File: config.mk
export PLATFORM = sky130hd
export DESIGN_NAME = fp_mul_iter
export DESIGN_NICKNAME = d
export VERILOG_FILES = /design/src/rtl/fp_pkg.sv /design/src/rtl/fp_rounder.sv /design/src/rtl/fp_mul_iter.sv
export SDC_FILE = /design/constraint.sdc
export NUM_CORES = 1
export LEC_CHECK = 0
export ABC_AREA = 0
export CAP_MARGIN = 20
export CORE_MARGIN = 4
export CORE_UTILIZATION = 30
export DETAILED_ROUTE_END_ITERATION = 7
export DONT_BUFFER_PORTS = 1
export HOLD_SLACK_MARGIN = 0.03
export PLACE_DENSITY_LB_ADDON = 0.05
export SLEW_MARGIN = 20
export SYNTH_ARGS = -nofsm -noshare
export SYNTH_HDL_FRONTEND = slang
export SYNTH_SLANG_ARGS = --single-unit
File: constraint.sdc
create_clock -name clk -period 14.45 [get_ports clk]
set_input_delay 2.89 -clock clk [delete_from_list [all_inputs] [get_ports clk]]
set_output_delay 2.89 -clock clk [all_outputs]
set_load 0.05 [all_outputs]
File: src/rtl/fp_pkg.sv
// fp_pkg: shared round-mode, flag-index and FSM state encodings for the iterative FP multiplier.
package fp_pkg;
  localparam logic [1:0] RM_RNE = 2'b00;
  localparam logic [1:0] RM_RTZ = 2'b01;
  localparam logic [1:0] RM_UP = 2'b10;
  localparam logic [1:0] RM_DN = 2'b11;
  localparam int FLAG_INV = 4;
  localparam int FLAG_DZ = 3;
  localparam int FLAG_OF = 2;
  localparam int FLAG_UF = 1;
  localparam int FLAG_NX = 0;
  localparam logic [2:0] S_IDLE = 3'd0;
  localparam logic [2:0] S_UNPACK = 3'd1;
  localparam logic [2:0] S_MUL = 3'd2;
  localparam logic [2:0] S_ROUND = 3'd3;
  localparam logic [2:0] S_DONE = 3'd4;
endpackage

File: src/rtl/fp_rounder.sv
// fp_rounder: combinational normalise, round, overflow and underflow of a raw significand product.
module fp_rounder
  import fp_pkg::*;
#(
  parameter int EXP_W = 8,
  parameter int MANT_W = 23
) (
  input  logic sign,
  input  logic signed [EXP_W+1:0] exp_in,
  input  logic [2*MANT_W+1:0] prod,
  input  logic [1:0] round_mode,
  output logic [EXP_W+MANT_W:0] result,
  output logic [4:0] flags
);
  localparam int N = MANT_W + 1;
  localparam logic signed [EXP_W+1:0] EMAX = (EXP_W+2)'((1 << EXP_W) - 1);
  localparam logic signed [EXP_W+1:0] ONE = (EXP_W+2)'(1);
  logic top, guard, sticky, inc, ovf, unf, to_inf;
  logic [MANT_W-1:0] frac;
  logic [MANT_W:0] frac_r;
  logic signed [EXP_W+1:0] exp_n, exp_r;
  always_comb begin
    top = prod[2*N-1];
    frac = top ? prod[2*N-2:N] : prod[2*N-3:N-1];
    guard = top ? prod[N-1] : prod[N-2];
    sticky = top ? |prod[N-2:0] : |prod[N-3:0];
    exp_n = exp_in + $signed({{(EXP_W+1){1'b0}}, top});
    inc = round_mode == RM_RNE ? guard & (sticky | frac[0]) :
          round_mode == RM_RTZ ? 1'b0 :
          round_mode == RM_UP ? ~sign & (guard | sticky) : sign & (guard | sticky);
    frac_r = {1'b0, frac} + {{MANT_W{1'b0}}, inc};
    // a carry out leaves the fraction at zero, so only the exponent moves
    exp_r = exp_n + $signed({{(EXP_W+1){1'b0}}, frac_r[MANT_W]});
    ovf = exp_r >= EMAX;
    unf = exp_r < ONE;
    to_inf = round_mode == RM_RNE | (round_mode == RM_UP & ~sign) | (round_mode == RM_DN & sign);
    result = ovf ? (to_inf ? {sign, {EXP_W{1'b1}}, {MANT_W{1'b0}}} : {sign, {(EXP_W-1){1'b1}}, 1'b0, {MANT_W{1'b1}}}) :
             unf ? {sign, {(EXP_W+MANT_W){1'b0}}} :
             {sign, exp_r[EXP_W-1:0], frac_r[MANT_W-1:0]};
    flags = '0;
    flags[FLAG_OF] = ovf;
    flags[FLAG_UF] = unf;
    flags[FLAG_NX] = ovf | unf | guard | sticky;
  end
endmodule

File: src/rtl/fp_mul_iter.sv
// fp_mul_iter: iterative shift-add IEEE-754 multiplier, one multiplier bit per cycle.
// Optional FP_STICKY_FLAGS_EN adds flags_clr and accumulates flags across operations.
module fp_mul_iter
  import fp_pkg::*;
#(
  parameter int EXP_W = 8,
  parameter int MANT_W = 23
) (
  input  logic clk,
  input  logic rst,
  input  logic start,
  input  logic [EXP_W+MANT_W:0] op_a,
  input  logic [EXP_W+MANT_W:0] op_b,
  input  logic [1:0] round_mode,
`ifdef FP_STICKY_FLAGS_EN
  input  logic flags_clr,
`endif
  output logic busy,
  output logic valid_out,
  output logic [EXP_W+MANT_W:0] result,
  output logic [4:0] flags
);
  localparam int W = 1 + EXP_W + MANT_W;
  localparam int N = MANT_W + 1;
  localparam int CW = $clog2(N);
  localparam logic [CW-1:0] LAST = CW'(MANT_W);
  localparam logic signed [EXP_W+1:0] BIAS = (EXP_W+2)'((1 << (EXP_W - 1)) - 1);
  logic [2:0] state, state_d;
  logic [W-1:0] a_q, b_q, sp_res, new_res, r_res;
  logic [1:0] rm_q;
  logic sign_q;
  logic signed [EXP_W+1:0] exp_q, exp_p;
  logic [MANT_W:0] mcand, mplier;
  logic [2*N-1:0] acc;
  logic [N:0] sum;
  logic [CW-1:0] cnt;
  logic [EXP_W-1:0] ea, eb;
  logic [MANT_W-1:0] fa, fb;
  logic a_max, b_max, a_zero, b_zero, a_nan, b_nan, a_inf, b_inf, a_snan, b_snan;
  logic sign_p, zi, special, ld;
  logic [4:0] sp_flags, new_flags, r_flags;
  assign ea = a_q[W-2:MANT_W];
  assign eb = b_q[W-2:MANT_W];
  assign fa = a_q[MANT_W-1:0];
  assign fb = b_q[MANT_W-1:0];
  assign a_max = &ea;
  assign b_max = &eb;
  // a zero exponent field covers subnormals, which are flushed to zero
  assign a_zero = ~|ea;
  assign b_zero = ~|eb;
  assign a_nan = a_max & |fa;
  assign b_nan = b_max & |fb;
  assign a_inf = a_max & ~|fa;
  assign b_inf = b_max & ~|fb;
  assign a_snan = a_nan & ~fa[MANT_W-1];
  assign b_snan = b_nan & ~fb[MANT_W-1];
  assign sign_p = a_q[W-1] ^ b_q[W-1];
  assign zi = (a_zero & b_inf) | (b_zero & a_inf);
  assign special = a_max | b_max | a_zero | b_zero;
  assign exp_p = $signed({2'b00, ea}) + $signed({2'b00, eb}) - BIAS;
  assign sp_res = (a_nan | b_nan | zi) ? {1'b0, {EXP_W{1'b1}}, 1'b1, {(MANT_W-1){1'b0}}} :
                  (a_inf | b_inf) ? {sign_p, {EXP_W{1'b1}}, {MANT_W{1'b0}}} : {sign_p, {(W-1){1'b0}}};
  assign sum = {1'b0, acc[2*N-1:N]} + (mplier[0] ? {1'b0, mcand} : '0);
  always_comb begin
    sp_flags = '0;
    sp_flags[FLAG_INV] = a_snan | b_snan | zi;
    state_d = state == S_IDLE ? (start ? S_UNPACK : S_IDLE) :
              state == S_UNPACK ? (special ? S_DONE : S_MUL) :
              state == S_MUL ? (cnt == LAST ? S_ROUND : S_MUL) :
              state == S_ROUND ? S_DONE : S_IDLE;
    ld = (state == S_UNPACK & special) | state == S_ROUND;
    new_res = state == S_ROUND ? r_res : sp_res;
    new_flags = state == S_ROUND ? r_flags : sp_flags;
  end
  fp_rounder #(.EXP_W(EXP_W), .MANT_W(MANT_W)) u_rnd (
    .sign(sign_q),
    .exp_in(exp_q),
    .prod(acc),
    .round_mode(rm_q),
    .result(r_res),
    .flags(r_flags)
  );
  always_ff @(posedge clk) begin
    if (rst) begin
      state <= S_IDLE;
      result <= '0;
      flags <= '0;
    end else begin
      state <= state_d;
      if (ld) result <= new_res;
`ifdef FP_STICKY_FLAGS_EN
      flags <= flags_clr ? (ld ? new_flags : '0) : (ld ? flags | new_flags : flags);
`else
      if (ld) flags <= new_flags;
`endif
    end
  end
  always_ff @(posedge clk) begin
    if (state == S_IDLE && start) begin
      a_q <= op_a;
      b_q <= op_b;
      rm_q <= round_mode;
    end
    if (state == S_UNPACK) begin
      sign_q <= sign_p;
      exp_q <= exp_p;
      mcand <= {1'b1, fa};
      mplier <= {1'b1, fb};
      acc <= '0;
      cnt <= '0;
    end
    if (state == S_MUL) begin
      acc <= {sum, acc[N-1:1]};
      mplier <= mplier >> 1;
      cnt <= cnt + 1'b1;
    end
  end
  assign busy = state != S_IDLE;
  assign valid_out = state == S_DONE;
endmodule
Word-level counts from Yosys, hierarchy flattened
Index checks and enable logic that the tools add are counted.
{"block": "word_totals", "out_inout_bits": 39, "inputBits": 69, "elab_cells": 109, "register_bits": 217}
{"block": "classes", "bitwise": 35, "n_eq_ne": 8, "reduce_logical": 17, "n_lt_le_gt_ge": 2, "addsub": 7, "n_mux": 27}
{"operator": "2-to-1 mux 48 bit", "n": 2}
{"operator": "2-to-1 mux 31 bit", "n": 3}
{"operator": "2-to-1 mux 23 bit", "n": 3}
{"operator": "OR reduction 23 bit", "n": 3}
{"operator": "2-to-1 mux 32 bit", "n": 2}
{"operator": "2-to-1 mux 24 bit", "n": 2}
{"operator": "adder 24 x 24 -> 25 bit", "n": 1}
{"operator": "adder 23 x 1 -> 24 bit", "n": 1}
{"operator": "OR reduction 22 bit", "n": 1}
{"operator": "adder 10 x 2 -> 10 bit", "n": 2}
{"operator": "OR 1 bit", "n": 17}
{"operator": "AND reduction 8 bit", "n": 2}
{"operator": "OR reduction 8 bit", "n": 2}
{"operator": "2-to-1 mux 3 bit", "n": 5}
{"operator": "2-to-1 mux 5 bit", "n": 3}
{"operator": "bitwise AND 1 bit", "n": 14}
{"operator": ">= comparator 10 x 9 -> 1 bit (second input constant)", "n": 1}
{"operator": "< comparator 10 x 2 -> 1 bit (second input constant)", "n": 1}
{"operator": "subtractor 9 x 7 -> 10 bit (second input constant)", "n": 1}
{"operator": "adder 8 x 8 -> 9 bit", "n": 1}
{"operator": "2-to-1 mux 1 bit", "n": 7}
{"operator": "== test 3 x 2 -> 1 bit (second input constant)", "n": 2}
{"operator": "adder 5 x 1 -> 5 bit (second input constant)", "n": 1}
{"operator": "== test 5 bit (second input constant)", "n": 1}
{"operator": "12 further kinds", "n": 18}

Depth between registers and ports, before layout
{"block": "logic_depth", "ltp_word": 14, "mapped_depth": 23}

Cells and area by module
Synthesis repeated with hierarchy kept, for this count alone.
{"block": "unflattened", "cells_unflattened": 1010, "hier_area_um2": 11131.9}
{"mod": "fp_mul_iter", "area_per_inst_um2": 9386.5, "instances": 1, "cells_each": 763}
{"mod": "fp_rounder", "area_per_inst_um2": 1745.4, "instances": 1, "cells_each": 247}

Least setup slack after synthesis
Ideal clock, no wire load.
{"block": "synth_timing", "kind": "flip-flop to flip-flop", "start": "register state[1]", "end": "register acc[0] (enable)", "path_stages_with_launch": 4, "setup_time_ns": 0.615, "path_buffers": 2, "t_arrival_ns": 5.991, "synth_period_minus_slack_ns": 6.606, "setup_slack_ns": 7.844, "cell_sequence": "dfxtp_1 > clkbuf_1 > clkbuf_1 > o21ai_0"}
{"block": "synth_via", "elab_chain_cells": 2}
{"element": "start, declared", "line": "fp_mul_iter.sv:28", "source": "logic [2:0] state, state_d;"}
{"element": "start signal, assigned", "line": "fp_mul_iter.sv:89", "source": "state <= state_d;"}
{"element": "== test 3 x 1 -> 1 bit or == test 3 x 2 -> 1 bit (tied branches)", "line": "fp_mul_iter.sv:104, fp_mul_iter.sv:112"}
{"element": "nonzero test 2 bit (no line) (*)"}
{"element": "end signal, assigned", "line": "fp_mul_iter.sv:113", "source": "acc <= {sum, acc[N-1:1]};"}
{"element": "end, declared", "line": "fp_mul_iter.sv:34", "source": "logic [2*N-1:0] acc;"}
Mark *: on every way between the ends. The rest lies on a longest branch, timed or not.
A chain may end at the register's enable or synchronous reset.

Worst setup path in the final report
{"block": "layout_timing", "start": "register acc[47]", "end": "register result[12]"}
{"block": "layout_via", "elab_chain_cells": 12}
{"element": "2-to-1 mux 1 bit (on tied branches)", "line": "fp_rounder.sv:25, fp_rounder.sv:26"}
{"element": "OR 1 bit", "line": "fp_rounder.sv:30", "source": "round_mode == RM_UP ? ~sign & (guard | sticky) : sign & (guard | sticky);"}
{"element": "bitwise AND 1 bit", "line": "fp_rounder.sv:30"}
{"element": "2-to-1 mux 1 bit", "line": "fp_rounder.sv:30"}
{"element": "2-to-1 mux 1 bit", "line": "fp_rounder.sv:29", "source": "round_mode == RM_RTZ ? 1'b0 :"}
{"element": "2-to-1 mux 1 bit", "line": "fp_rounder.sv:28", "source": "inc = round_mode == RM_RNE ? guard & (sticky | frac[0]) :"}
{"element": "adder 23 x 1 -> 24 bit", "line": "fp_rounder.sv:31", "source": "frac_r = {1'b0, frac} + {{MANT_W{1'b0}}, inc};"}
{"element": "adder 10 x 2 -> 10 bit", "line": "fp_rounder.sv:33", "source": "exp_r = exp_n + $signed({{(EXP_W+1){1'b0}}, frac_r[MANT_W]});"}
{"element": "< comparator 10 x 2 -> 1 bit", "line": "fp_rounder.sv:35", "source": "unf = exp_r < ONE;"}
{"element": "2-to-1 mux 31 bit", "line": "fp_rounder.sv:38", "source": "unf ? {sign, {(EXP_W+MANT_W){1'b0}}} :"}
{"element": "2-to-1 mux 31 bit (*)", "line": "fp_rounder.sv:37", "source": "result = ovf ? (to_inf ? {sign, {EXP_W{1'b1}}, {MANT_W{1'b0}}} : {sign, {(EXP_W-1){1'b1}}, 1'b0, {MANT_W{1'b1} ..."}
{"element": "2-to-1 mux 32 bit (*)", "line": "fp_mul_iter.sv:72", "source": "new_res = state == S_ROUND ? r_res : sp_res;"}
{"element": "end signal, assigned", "line": "fp_mul_iter.sv:90", "source": "if (ld) result <= new_res;"}
{"element": "end, declared", "line": "fp_mul_iter.sv:20", "source": "output logic [EXP_W+MANT_W:0] result,"}
Marks and branches as above.

==> impl_metrics.csv <==
group,metric,value,unit
synth,synth.net_count,1063,
clocking,cts-hold-fix-buffers,0,
worst_hold_path,worstHoldStart,"a_q[8]$_DFFE_PP_",
timing,rsz0062_at_grt,"no",
critical_path,critPathKind,"reg -> reg",
clocking,cts_max_path_buffers,3,
power,power_density,134,nW/um^2
floorplan,die_area,39000,um^2
clocking,cts_made_buffers,27,
synth,syn_area,10800,um^2
cells_and_area,multiInputGateArea,4470,um^2
critical_path,r2r_cells,21,
power,clockPowerShare,40.3,%
global_route,grt_antenna_before_repair,1,
critical_path,critPathBufInv,2,
floorplan,io_pins,108,
power,p_sw,432,uW
power,p_int,1.21,mW
route,wl_per_cell,19.3,um
clocking,clk_pin_slew,0.06,ns
cells_and_area,drive_gt1_share,8.57,%
critical_path,arrival,6.44,ns
global_route,grt_pass1_wl,43300,um
critical_path,timing.rr.start,"acc[47]$_SDFFCE_PN0P_",
synth,yosysSeqAreaShare,56.5,%
critical_path,r2r-end,"result[12]$_SDFFE_PP0P_",
worst_hold_path,worstHoldPathType,"reg -> reg",
critical_path,crit_path_end_kind,"flop",
timing,tightest_slew,0.996,ns
clocking,post_cts_resized,0,
critical_path,cp_top_family,"simple AND/OR/NAND/NOR gates",
timing,hold_ws,0.453,ns
floorplan,core,35500,um^2
timing,tns,0,ns
critical_path,critPathLaunchType,"flop",
clocking,cts_setup_buffers,0,
timing,setup_viol,0,
critical_path,worst_path_max_delay_cell,"nor3b_4",
cells_and_area,mostFrequentLayoutCells,"176 x edfxtp_1, 110 x nand2_1, 60 x nor2_1",
power,swShare,26.4,%
cells_and_area,diodes,0,
global_route,grt_max_degree,77,
synth,yosys_register_bits,216,
floorplan,die_width,198,um
timing,drv_slew,0,
run,maxCapViolations,0,
clocking,cts_max_level,1,
place,dp_hpwl,19900,um
synth,post_synth.cell_area_avg,11.4,um^2
place,port_buffers,0,
worst_hold_path,worstHoldEndpoint,"mcand[8]$_DFFE_PP_",
timing,hold_viol,0,
route,drtAntennaViolNets,0,
critical_path,reg2reg_slack,8.51,ns
timing,skew,0.0283,ns
timing,relSlewSlack,33.3,%
synth,ys.flop_type,"edfxtp_1",
synth,synth_edf_count,176,
place,routabilityCongestion,0.833,
clocking,cts.sinks,216,
power,p_comb_share,12.3,%
clocking,clk_latency,0.56,ns
power,p_leak,4.48,nW
floorplan,row_count,69,
synth,ys_async_sr_fraction,0,%
power,pwr-share-seq,47.4,%
cells_and_area,layout_commonest_cell,"edfxtp_1",
route,num_vias,7099,
route,drt_wl_total,27600,um
timing,fmax,168,MHz
floorplan,start_util,30.4,%
cells_and_area,nFillCells,3541,
synth,synthCells,946,
route,drc_errors,0,
floorplan,die_h,198,um
cells_and_area,register_area,6090,um^2
global_route,grt_pass1_vias,7257,
critical_path,crit_chain,"buf_4 -> a211oi_1 -> nand2_1 -> nor2_1 -> and2_1 -> o22ai_1 -> ha_1 -> nand3_1 -> a211o_1 -> nor3_1 -> nand4_1 -> fa_1 -> inv_1 -> ha_1 -> nand3_1 -> xnor2_1 -> nand3_1 -> o31ai_4 -> and3b_1 -> nor3b_4 -> a221o_2",
global_route,grt_overflow,0,
synth,yosysWarnings,0,
timing,fin_crit,5.94,ns
outcome,outcome,"finished, final reports clean",
route,dr.pass1.iters,4,
critical_path,crit_required,14.95,ns
clocking,cts_tree,"yes",
critical_path,crit_top_cell,"nand3_1",
route,dr.first_iter.drc_count,385,
global_route,grtUsageTotal,14.1,%
critical_path,worstPathMaxFanout,45,
critical_path,max_stage_delay,0.59,ns
power,vdd_drop_max,0.0915,mV
timing,period_share,41.1,%
route,vias_per_cell,4.97,
cells_and_area,layout.nets,1066,
clocking,cts_root_buf,"clkbuf_16",
worst_hold_path,hold_depth,0,
synth,synth.distinct_cells,62,
cells_and_area,areaGrowthSynthToFinish,13.2,%
==> cell type report <==
class,count,share of cell area [%]
flip-flops and latches,216,49.9
multi-input cells,669,36.6
clock buffers,30,5.63
well taps,461,4.73
clock inverters,18,1.41
repair buffers,12,1.01
inverters,23,0.708
==> cells by family (layout without fill, tap and decap cells) <==
| group | Yosys count | after routing | synth area share, % |
|---|---|---|---|
| AOI/OAI and AO/OA | 162 | 162 | 10.5 |
| xor gates and xnor gates | 63 | 63 | 5.12 |
| adders and majority gates | 48 | 48 | 5.78 |
| buffers and inverters | 61 | 83 | 2.38 |
| DFF | 216 | 216 | 56.5 |
| muxes | 25 | 25 | 2.40 |
| other | 1 | 1 | 0.0348 |
| and+or+nand+nor | 370 | 370 | 17.3 |
==> flip-flops by register name, indices dropped and copies added (netlist names) <==
name / cells
acc: 48
a_q: 32
b_q: 32
result: 32
mplier: 24
mcand: 23
exp_q: 10
cnt: 5
flags: 4
state: 3
rm_q: 2
sign_q: 1
==> synth_stat cells, types with 4 or more instances <==
cell type  instances  area [um^2]
a211oi_1          17          128
a21o_1            16          120
a21oi_1           44          220
a221o_2           10          113
a221oi_1           5         43.8
and2_1            29          181
and3_1            33          206
and4_1             4         35.0
buf_2              7         35.0
clkbuf_1          25         93.8
dfxtp_1           40          801
edfxtp_1         176         5290
ha_1              45          563
inv_1             22         82.6
mux2_2             7         78.8
mux2i_1           18          180
nand2_1          110          413
nand2b_1           9         56.3
nand3_1           23          115
nand4_1           21          131
nor2_1            61          229
nor2b_1           11         68.8
nor3_1            26          130
nor4_1            26          163
o211ai_1          10         75.1
o21a_1             5         37.5
o21ai_0           23          115
o21bai_1           6         45.0
or2_2              5         31.3
xnor2_1           33          289
xor2_1            30          263
==> power groups by stage <==
stage	Combinational (mW)	Sequential (mW)	Clock, mW
detailed placement	0.202	0.791	0
floorplan	0.156	0.779	0
CTS	0.203	0.778	0.685
finish	0.202	0.776	0.660
global placement	0.204	0.791	0
global route	0.229	0.783	0.713
==> per-stage QoR <==
stage | util [%] | setup slack, ns | total power [mW] | area (um^2) | instances
6_report | 34.4 | 8.51 | 1.64 | 12200 | 1429
3_5_place_dp | 31.9 | 8.53 | 0.993 | 11300 | 1380
4_1_cts | 34.3 | 8.54 | 1.67 | 12200 | 1428
3_3_place_gp | 31.8 | 8.75 | 0.995 | 11300 | 1379
2_1_floorplan | - | 7.84 | 0.935 | 10800 | 946
5_1_grt | 34.4 | 7.96 | 1.72 | 12200 | 1429
==> worst max path at each step <==
stage	depth (start not counted)	from	endpoint
after floorplan	3	state[1]$_SDFF_PP0_	acc[0]$_SDFFCE_PN0P_
after global placement	21	acc[47]$_SDFFCE_PN0P_	result[17]$_SDFFE_PP0P_
after detailed placement	21	acc[47]$_SDFFCE_PN0P_	result[12]$_SDFFE_PP0P_
after CTS	21	acc[47]$_SDFFCE_PN0P_	result[12]$_SDFFE_PP0P_
after global routing	21	acc[47]$_SDFFCE_PN0P_	result[6]$_SDFFE_PP0P_
final	21	acc[47]$_SDFFCE_PN0P_	result[12]$_SDFFE_PP0P_
==> layer usage <==
metal | global-route usage [%] | up-vias | part of all wire (%)
li1 | - | 3541 | -
met1 | 19.4 | 3379 | 47
met2 | 22.0 | 132 | 45
met3 | 3.87 | 45 | 5.5
met4 | 3.72 | 2 | 2.4
met5 | 0 | - | 0.073
Power figures use the tool's default switching activity.
